<file path="src/rtl/muldiv_pkg.sv">
// Shared definitions for the RV32M multiply/divide unit: the operand width,
// the funct3 op encodings, the FSM state encoding, and the operand signedness helpers.
package muldiv_pkg;

  localparam int XLEN = 32;

  localparam logic [2:0] OP_MUL    = 3'd0;
  localparam logic [2:0] OP_MULH   = 3'd1;
  localparam logic [2:0] OP_MULHSU = 3'd2;
  localparam logic [2:0] OP_MULHU  = 3'd3;
  localparam logic [2:0] OP_DIV    = 3'd4;
  localparam logic [2:0] OP_DIVU   = 3'd5;
  localparam logic [2:0] OP_REM    = 3'd6;
  localparam logic [2:0] OP_REMU   = 3'd7;

  typedef enum logic [1:0] {
    S_IDLE = 2'd0,
    S_MUL  = 2'd1,
    S_DIV  = 2'd2,
    S_DONE = 2'd3
  } state_e;

  // rs1 is treated as signed for MULH, MULHSU, DIV and REM
  function automatic logic op_a_signed(input logic [2:0] f);
    return (f == OP_MULH) || (f == OP_MULHSU) || (f == OP_DIV) || (f == OP_REM);
  endfunction

  // rs2 is treated as signed for MULH, DIV and REM
  function automatic logic op_b_signed(input logic [2:0] f);
    return (f == OP_MULH) || (f == OP_DIV) || (f == OP_REM);
  endfunction

endpackage

</file>
<file path="src/rtl/muldiv_sign_fix.sv">
// Combinational two's-complement conditional negation of two values.
// It is used on the operands (signed value to magnitude) and on the result
// (magnitude back to signed product/quotient and remainder).
module muldiv_sign_fix
  import muldiv_pkg::*;
#(
  parameter int XW = XLEN,
  parameter int YW = XLEN
) (
  input  logic [XW-1:0] x,
  input  logic          neg_x,
  input  logic [YW-1:0] y,
  input  logic          neg_y,
  output logic [XW-1:0] x_fix,
  output logic [YW-1:0] y_fix
);

  // Negate each value when its flag is set. Wrapping is modulo 2^width, so a
  // 0x80000000 input becomes the unsigned magnitude 2^31.
  always_comb begin
    x_fix = neg_x ? (~x + {{(XW-1){1'b0}}, 1'b1}) : x;
    y_fix = neg_y ? (~y + {{(YW-1){1'b0}}, 1'b1}) : y;
  end

endmodule

</file>
<file path="src/rtl/muldiv_unit.sv">
// RV32M iterative multiply/divide unit. It has a fixed latency: the request is
// accepted on edge 0, one iteration runs on each of edges 1..32, and the result
// is valid (done) for the single cycle that follows edge 32.
// Multiply uses radix-2 shift-add on magnitudes. Divide uses restoring
// division on magnitudes. Both share one 33-bit adder/subtractor.
//
// state  | meaning
// S_IDLE | waiting for start
// S_MUL  | shift-add iterations
// S_DIV  | restoring-division iterations
// S_DONE | result valid, done=1; start here is accepted back-to-back
module muldiv_unit #(
  parameter int XLEN = muldiv_pkg::XLEN
) (
  input  logic            clk,
  input  logic            rst,
  input  logic            start,
  input  logic [2:0]      op,
  input  logic [XLEN-1:0] a,
  input  logic [XLEN-1:0] b,
  input  logic [4:0]      rd_in,
  output logic            busy,
  output logic            done,
  output logic [XLEN-1:0] result,
  output logic [4:0]      rd_out
);
  import muldiv_pkg::*;

  localparam logic [5:0] LAST_ITER = 6'(XLEN - 1);

  state_e            state_q, state_d;
  logic              accept;
  logic              last_iter;

  logic [2:0]        op_q;
  logic [4:0]        tag_q;
  logic [XLEN-1:0]   a_q;
  logic [XLEN-1:0]   bmag_q;
  logic              neg_a_q, neg_b_q;
  logic              div_zero_q, div_ovf_q;
  logic [5:0]        count_q;
  // Multiply: {product high, multiplier/product low}.
  // Divide:   {partial remainder, dividend shifting out / quotient shifting in}.
  logic [2*XLEN-1:0] work_q;

  logic [XLEN-1:0]   amag, bmag;
  logic [XLEN-1:0]   hi, lo;
  logic [XLEN:0]     add_x, add_y;
  logic              add_sub;
  logic [XLEN+1:0]   add_res;
  logic              div_ge;
  logic [2*XLEN-1:0] work_step;
  logic [2*XLEN-1:0] fix_x, fix_x_out;
  logic [XLEN-1:0]   fix_y_out;
  logic [XLEN-1:0]   final_result;

  assign accept    = start && ((state_q == S_IDLE) || (state_q == S_DONE));
  assign last_iter = (count_q == LAST_ITER);

  // The incoming operands are converted to magnitudes before they are latched.
  muldiv_sign_fix #(.XW(XLEN), .YW(XLEN)) u_operand_fix (
    .x     (a),
    .neg_x (op_a_signed(op) && a[XLEN-1]),
    .y     (b),
    .neg_y (op_b_signed(op) && b[XLEN-1]),
    .x_fix (amag),
    .y_fix (bmag)
  );

  // FSM state register
  always_ff @(posedge clk) begin
    if (rst) state_q <= S_IDLE;
    else     state_q <= state_d;
  end

  // Next-state logic and status outputs
  always_comb begin
    state_d = state_q;
    busy    = 1'b0;
    done    = 1'b0;
    case (state_q)
      S_IDLE: begin
        if (start) state_d = op[2] ? S_DIV : S_MUL;
      end
      S_MUL, S_DIV: begin
        busy = 1'b1;
        if (last_iter) state_d = S_DONE;
      end
      S_DONE: begin
        done = 1'b1;
        if (start) state_d = op[2] ? S_DIV : S_MUL;
        else       state_d = S_IDLE;
      end
      default: state_d = S_IDLE;
    endcase
  end

  assign hi = work_q[2*XLEN-1:XLEN];
  assign lo = work_q[XLEN-1:0];

  // Operand select for the shared adder: add in the multiplicand or trial-subtract the divisor
  always_comb begin
    add_x   = '0;
    add_y   = '0;
    add_sub = 1'b0;
    if (op_q[2]) begin
      add_x   = {hi, lo[XLEN-1]};
      add_y   = {1'b0, bmag_q};
      add_sub = 1'b1;
    end else begin
      add_x   = {1'b0, hi};
      add_y   = lo[0] ? {1'b0, bmag_q} : '0;
    end
  end

  assign add_res = {1'b0, add_x} + {1'b0, add_y ^ {(XLEN+1){add_sub}}}
                 + {{(XLEN+1){1'b0}}, add_sub};
  // The carry out of the subtraction means there was no borrow (shifted remainder >= divisor)
  assign div_ge  = add_res[XLEN+1];

  // One iteration of the work register
  always_comb begin
    if (op_q[2])
      work_step = {(div_ge ? add_res[XLEN-1:0] : add_x[XLEN-1:0]), lo[XLEN-2:0], div_ge};
    else
      work_step = {add_res[XLEN:0], lo[XLEN-1:1]};
  end

  assign fix_x = op_q[2] ? {{XLEN{1'b0}}, work_step[XLEN-1:0]} : work_step;

  // Product and quotient share the a^b sign. The remainder follows the sign of a.
  muldiv_sign_fix #(.XW(2*XLEN), .YW(XLEN)) u_result_fix (
    .x     (fix_x),
    .neg_x (neg_a_q ^ neg_b_q),
    .y     (work_step[2*XLEN-1:XLEN]),
    .neg_y (neg_a_q),
    .x_fix (fix_x_out),
    .y_fix (fix_y_out)
  );

  // Result half-select and the RISC-V divide special cases
  always_comb begin
    final_result = '0;
    case (op_q)
      OP_MUL:                      final_result = fix_x_out[XLEN-1:0];
      OP_MULH, OP_MULHSU, OP_MULHU: final_result = fix_x_out[2*XLEN-1:XLEN];
      OP_DIV, OP_DIVU: begin
        if (div_zero_q)     final_result = '1;
        else if (div_ovf_q) final_result = {1'b1, {(XLEN-1){1'b0}}};
        else                final_result = fix_x_out[XLEN-1:0];
      end
      default: begin
        if (div_zero_q)     final_result = a_q;
        else if (div_ovf_q) final_result = '0;
        else                final_result = fix_y_out;
      end
    endcase
  end

  // Operand capture on accept, iteration while busy, result capture on the last iteration
  always_ff @(posedge clk) begin
    if (rst) begin
      op_q       <= '0;
      tag_q      <= '0;
      a_q        <= '0;
      bmag_q     <= '0;
      neg_a_q    <= 1'b0;
      neg_b_q    <= 1'b0;
      div_zero_q <= 1'b0;
      div_ovf_q  <= 1'b0;
      count_q    <= '0;
      work_q     <= '0;
      result     <= '0;
      rd_out     <= '0;
    end else if (accept) begin
      op_q       <= op;
      tag_q      <= rd_in;
      a_q        <= a;
      bmag_q     <= bmag;
      neg_a_q    <= op_a_signed(op) && a[XLEN-1];
      neg_b_q    <= op_b_signed(op) && b[XLEN-1];
      div_zero_q <= (b == '0);
      div_ovf_q  <= op_b_signed(op) && (a == {1'b1, {(XLEN-1){1'b0}}}) && (b == '1);
      count_q    <= '0;
      work_q     <= {{XLEN{1'b0}}, amag};
    end else if ((state_q == S_MUL) || (state_q == S_DIV)) begin
      work_q  <= work_step;
      count_q <= count_q + 6'd1;
      if (last_iter) begin
        result <= final_result;
        rd_out <= tag_q;
      end
    end
  end

endmodule

</file>
<file path="config.mk">
export PLATFORM = sky130hd
export DESIGN_NAME = muldiv_unit
export DESIGN_NICKNAME = d
export VERILOG_FILES = /design/src/rtl/muldiv_pkg.sv /design/src/rtl/muldiv_sign_fix.sv /design/src/rtl/muldiv_unit.sv
export SDC_FILE = /design/constraint.sdc
export NUM_CORES = 1
export LEC_CHECK = 0
export ABC_CLOCK_PERIOD_IN_PS = 6200
export BUFFER_PORTS_ARGS = -buffer_cell sky130_fd_sc_hd__buf_4
export CAP_MARGIN = 20
export CORE_UTILIZATION = 56
export DETAILED_ROUTE_END_ITERATION = 8
export MAX_ROUTING_LAYER = met4
export PLACE_DENSITY_LB_ADDON = 0.2
export SLEW_MARGIN = 20
export SYNTH_ARGS = -nofsm -noshare
export SYNTH_HDL_FRONTEND = slang
export SYNTH_HIERARCHICAL = 1
export SYNTH_SLANG_ARGS = --single-unit
</file>
<file path="constraint.sdc">
create_clock -name clk -period 6.2 [get_ports clk]
set_input_delay 0.62 -clock clk [delete_from_list [all_inputs] [get_ports clk]]
set_output_delay 0.62 -clock clk [all_outputs]
set_load 0.02 [all_outputs]
</file>
After elaboration in Yosys (flattened, before gate mapping) --
Index checks and enable logic that the tools add are counted. Widths: inputs -> output; s select.
Storage, ports and cells: flip-flop bits (word level) 185, word-level logic and storage cells 92, output and inout port bits 39, bits of input ports 75
Operators by class: multiplexer cells 25, reductions and logical operators 22, add/subtract/negate cells 7, bitwise logic cells 7, eq/ne operators 17
Operators with widths (count):
- $mux 32 | 12
- $mux 64 | 3
- $add 32x1->32 const B | 3
- $not 32->32 | 3
- $pmux 32 s3 | 1
- $add 64x1->64 const B | 1
- $eq 32x32->1 const B | 2
- $not 64->64 | 1
- $add 33x33->34 | 1
- $add 34x1->34 | 1
- $mux 33 | 1
- $xor 33x33->33 | 1
- $logic_not 32->1 | 1
- $eq 3x3->1 const B | 4
- $eq 3x2->1 const B | 3
- $mux 2 | 4
- $logic_or 1x1->1 | 7
- $add 6x1->6 const B | 1
- $eq 3x1->1 const B | 2
- $eq 6x5->1 const B | 1
- $pmux 2 s3 | 1
- $reduce_or 2->1 | 3
- $logic_and 1x1->1 | 5
- $eq 2x2->1 const B | 2
- other kinds (11) | 14

Longest topological paths before layout --
depth in word-level cells 14, depth in mapped cells 30, depth with buffers taken out 24

Cells and area by module --
The synthesis kept the hierarchy.
By module, submodules not included:
- muldiv_unit | area an instance 11593.6 µm², times used 1, sequential area each 3703.6 µm², cells each 1509
- muldiv_sign_fix at u_result_fix | area an instance 2145.8 µm², times used 1, sequential area each 0.0 µm², cells each 299
- muldiv_sign_fix at u_operand_fix | area an instance 1452.6 µm², times used 1, sequential area each 0.0 µm², cells each 189

Worst setup path before layout --
Ideal clock, no wire load.
path type reg-to-reg, from register op_q[2], to register result[31], path buffers 5, setup time 0.065 ns, clock period less this slack 6.283 ns, arrival time 6.218 ns, required time 6.135 ns, stages on the path, launching flop included 28, slack -0.083 ns, cells stage by stage dfxtp_1 -> buf_6 -> clkbuf_1 -> clkbuf_1 -> clkbuf_1 -> buf_1 -> mux2_2 -> ha_1 -> and2_1 -> a41o_1 -> o21ai_0 -> nand3b_1 -> a31oi_1 -> o21ai_0 -> xor2_1 -> and2_1 -> or2_2 -> or4_1 -> or2_2 -> or3_1 -> o31ai_1 -> xnor2_1 -> nand2_1 -> a21oi_1 -> o21ai_0 -> a211oi_1 -> a21oi_1 -> nor2_1
Between the ends: elaborated cells between the ends (all ways) 28, classes of those cells add/sub (4); eq/ne (5); mux (13); bitwise (3); reduce/logical (3)
RTL lines:
- from (decl) | line muldiv_unit.sv:35 | logic [2:0] op_q;
- from (signal assigned) | line muldiv_unit.sv:176 | op_q <= op;
- $mux 32 / $mux 1 (equally long branches) | line muldiv_unit.sv:106 | if (op_q[2]) begin
- $xor 33x33->33 | line muldiv_unit.sv:116 | assign add_res = {1'b0, add_x} + {1'b0, add_y ^ {(XLEN+1){add_sub}}}
- $add 33x33->34 | line muldiv_unit.sv:116
- $add 34x1->34 | line muldiv_unit.sv:117 | + {{(XLEN+1){1'b0}}, add_sub};
- $mux 32 | line muldiv_unit.sv:124 | work_step = {(div_ge ? add_res[XLEN-1:0] : add_x[XLEN-1:0]), lo[XLEN-2:0], div_ge};
- $mux 64 | line muldiv_unit.sv:123 | if (op_q[2])
- $mux 64 * | line muldiv_unit.sv:129 | assign fix_x = op_q[2] ? {{XLEN{1'b0}}, work_step[XLEN-1:0]} : work_step;
- named net fix_x[57] | line muldiv_unit.sv:53 | logic [2*XLEN-1:0] fix_x, fix_x_out;
- $not 64->64 * | line muldiv_sign_fix.sv:21 | x_fix = neg_x ? (~x + {{(XW-1){1'b0}}, 1'b1}) : x;
- $add 64x1->64 * | line muldiv_sign_fix.sv:21
- $mux 64 * | line muldiv_sign_fix.sv:21
- $pmux 32 s3 * | line muldiv_unit.sv:144 | case (op_q)
- to (signal assigned) | line muldiv_unit.sv:190 | result <= final_result;
- to (decl) | line muldiv_unit.sv:24 | output logic [XLEN-1:0] result,
The timed path passes the listed nets; every way through them passes the cells marked *. A chain may end at the register's enable or synchronous reset.

Worst setup path in the final report --
from register op_q[2], to register result[14]
Between the ends: elaborated cells between the ends (all ways) 28, classes of those cells add/sub (4); eq/ne (5); mux (13); bitwise (3); reduce/logical (3)
RTL lines (line):
- $mux 32 / $mux 1 (equally long branches) | muldiv_unit.sv:106
- $xor 33x33->33 | muldiv_unit.sv:116
- $add 33x33->34 | muldiv_unit.sv:116
- $add 34x1->34 | muldiv_unit.sv:117
- $mux 64 * | muldiv_unit.sv:123
- $mux 64 * | muldiv_unit.sv:129
- named net fix_x[0] | muldiv_unit.sv:53
- $not 64->64 * | muldiv_sign_fix.sv:21
- $add 64x1->64 * | muldiv_sign_fix.sv:21
- $mux 64 * | muldiv_sign_fix.sv:21
- named net fix_x_out[46] | muldiv_unit.sv:53
- $pmux 32 s3 * | muldiv_unit.sv:144
Marked as above.

==> results.md <==
* Status: finished, final reports clean
* Post-route clock period utilization at 95.55%
* Yosys warnings at 6
* Post-Syn Area at 15,190 um2
* Pleak at 6.520 nW
* Post-synthesis sequential area ratio at 24.38%
* Drt pass-1 iters at 6
* Max-cap violation count at 0
* Gr ovfl total at 0
* # rows at 59
* Worst path bufs/invs at 4
* Seq pwr share at 21.8%
* Final Instance Area at 17,070 um2
* RSZ-0062 raised after global routing: true
* Clock Skew at 0.01489 ns
* DR vias at 15,880
* # diodes at 0
* Internal at 0.003899 W
* FILL cells at 2,363
* CP Launch Point: op_q[2]
* CTS tree: built
* Gate Count Post-Synth at 1,997
* Hold buffer count at cts at 0
* Synthesized Nets at 2,112
* Cell Area, Placed at 16,370 um2
* Share of layout cells above drive strength 1 at 16.54%
* Reg2Reg Depth at 22
* WP data arrival at 6.31 ns
* Worst VDD drop at 0.0003234 V
* Post-synth top area cell: dfxtp_1
* DR WL/cell at 21.91 um
* Die Span Y at 166.7 um
* Initial Utilization at 57.65%
* Global-route wire length before repair at 80,750 um
* CTS Buffer Depth at 2
* Post-synth top area share at 24.38%
* Crit. path cell count at 22
* Pwr dens at 469.9 nW/um2
* Switching Share at 51.38%
* Setup TNS at 0 ns
* Async S/R FF share, synth at 0%
* Clock power share at 13.8%
* Synth unique cells at 80
* # DRC at 0
* Post-layout util at 64.76%
* Crit path cell chain: clkinv_1 -> buf_4 -> o21ai_0 -> ha_1 -> a21oi_1 -> o21ai_0 -> nor3_1 -> nand2_1 -> o22ai_2 -> o21ai_4 -> buf_4 -> a21o_1 -> inv_1 -> ha_1 -> nor4b_2 -> nand3_1 -> o31ai_1 -> xnor2_1 -> mux2i_1 -> a2111oi_0 -> a21oi_1 -> nor2_1
* Worst slew pin tran at 1.160 ns
* Clock Tree Root: clkbuf_16
* Vias/cell at 6.624
* Total Nets Final at 2,164
* Final hold viol count at 0
* Average cell area after synthesis at 7.607 um2
* Hold depth at 3
* CP peak stage delay at 0.77 ns
* Count of pins over their slew limit at 0
* Final setup violation count at 0
* Skew-Pair Late Insertion Delay at 0.46 ns
* Placer Congestion at 0.9782
* Combinational power share at 64.4%
* Switch Pwr at 0.004120 W
* Kind of cell adding the most delay to the critical path: compound AO/OA/AOI/OAI gates
* Critical Path Start Type: flip-flop
* Detailed Place HPWL at 39,230 um
* Hold WS at 0.4189 ns
* CP required at 6.58 ns
* Number of global-route vias before repair at 14,510
* Synth-to-layout area growth at 12.34%
* Rel. slew slack at 22.39%
* CTS sink count at 185
* Antenna violations before repair at 0
* Die width at 166.7 um
* Synthesized flop and latch total at 185
* Tmin final at 5.924 ns
* Hold_sp: rd_in[1]
* H-tree Lvls at 4
* Critical path class: flip-flop to flip-flop
* Post-synth EDFFs at 0
* Critical path fanouts, max at 22
* Final WL at 52,520 um
* Slowest cell on the critical path: a2111oi_0
* Hold Crit Class: primary input to flip-flop
* GRT Util Overall at 37.86%
* Routed Antenna Nets at 0
* Peak Freq at 168.8 MHz
* CP Capture Type: flip-flop
* Num CTS Buffers at 17
* Port bufs at 113
* Worst R2R Start: op_q[2]
* Core footprint at 26,350 um2
* Num ports at 114
* Total power at 0.008019 W
* Largest net degree at the start of global routing at 88
* Ys flop type: dfxtp_1
* Synth area leaders: dfxtp_1 24%, xnor2_1 10%, nand2_1 6.8%
* Die area at 27,790 um2
* Iter 0 DRT Violations at 1,731
* Clk slew on worst S/H paths at 0.08 ns
==> worst min-delay path: cells and delay by family <==
family          cells  cell delay (ns)
buf+inv             1             0.11
simple gates        1             0.05
compound gates      1             0.05
==> sequential cells by signal (all words and copies together) (netlist names), 2 cells and up <==
| register | count |
|---|---|
| count_q | 6 |
| bmag_q | 32 |
| a_q | 32 |
| state_q | 2 |
| tag_q | 5 |
| rd_out | 5 |
| work_q | 64 |
| result | 32 |
| op_q | 3 |
==> cell usage after synthesis (all sizes together) (3+ instances only) <==
library cell	instances
a221oi	47
a211o	7
nor3b	3
xnor2	173
mux2i	62
nor2	170
nand2	276
o41ai	37
nor4	26
clkbuf	110
buf	31
or2	14
o22ai	5
xor2	18
a2111oi	16
a21o	9
nand3	26
nor3	38
o31ai	51
a22oi	3
a311o	4
inv	39
or3	25
nor4b	5
a21oi	166
o21a	5
o21ai	144
and2	12
nand2b	14
ha	39
a31oi	11
nand3b	5
or4	24
a221o	5
a211oi	43
o21bai	4
o21ba	20
nor2b	12
and3	5
dfxtp	185
nand4	30
mux2	52
a31o	5
==> metal layers <==
metal  wire, um  up-vias  part of all wire (%)  track usage, %
met2      24210      822                    46           59.57
met5          0        -                     0               -
met1      21960     7522                    42           48.47
met4       2366        0                   4.5           17.67
met3       3983      128                   7.6           4.420
li1           -     7406                     -               -
==> power by group through the flow <==
| stage | clock network (W) | registers [W] | logic, W |
|---|---|---|---|
| 2_1_floorplan | 0 | 0.00165 | 0.00368 |
| 3_3_place_gp | 0 | 0.00175 | 0.00491 |
| 3_5_place_dp | 0 | 0.00176 | 0.00499 |
| 4_1_cts | 0.00111 | 0.00173 | 0.00500 |
| 5_1_grt | 0.00115 | 0.00178 | 0.00554 |
| 6_report | 0.00111 | 0.00175 | 0.00517 |
==> cell families after synthesis <==
kind of cell / Yosys count / synth area share (%)
buffers and inverters: 181 / 4.826
AO/OA/AOI/OAI: 596 / 26.75
XOR/XNOR: 191 / 11.01
flip-flops: 185 / 24.38
adder cells (fa/ha/maj): 40 / 3.344
AND/OR/NAND/NOR: 690 / 21.73
multiplexers: 114 / 7.964
==> final cells by class <==
class / instances / area [um2] / share of cell area [%]
inverter: 40 / 150.1 / 0.8798
tap: 335 / 419.2 / 2.456
clock buffer: 17 / 425.4 / 2.493
clock inverter: 15 / 150.1 / 0.8798
multi-input combinational: 1631 / 10860 / 63.64
sequential: 185 / 3709 / 21.73
timing repair buffer: 174 / 1351 / 7.918
==> repair_timing <==
item / in CTS / in global routing
resized for setup: 0 / 11
setup endpoints to repair: 0 / 11
setup buffers: 0 / 5
==> per-stage QoR <==
step / instances / setup slack (ns)
floorplan: 1997 / 0.05683
global placement: 2359 / 0.3712
detailed placement: 2359 / 0.2333
CTS: 2391 / 0.2312
global route: 2397 / -0.02952
finish: 2397 / 0.2760
==> final timing paths <==
path                end  slack [ns]
max          result[14]        0.28
min            tag_q[1]        0.42
max reg2reg  result[14]        0.28
min reg2reg    tag_q[1]        0.46
==> cells in the final DEF (no fill, tap or decap), drive strengths merged, types with 51 or more instances in the layout <==
master,n
a21oi,166
nand2,276
buf,174
nor2,170
dfxtp,185
mux2i,62
xnor2,173
o31ai,51
mux2,52
o21ai,144
Power figures use the tool's default switching activity.
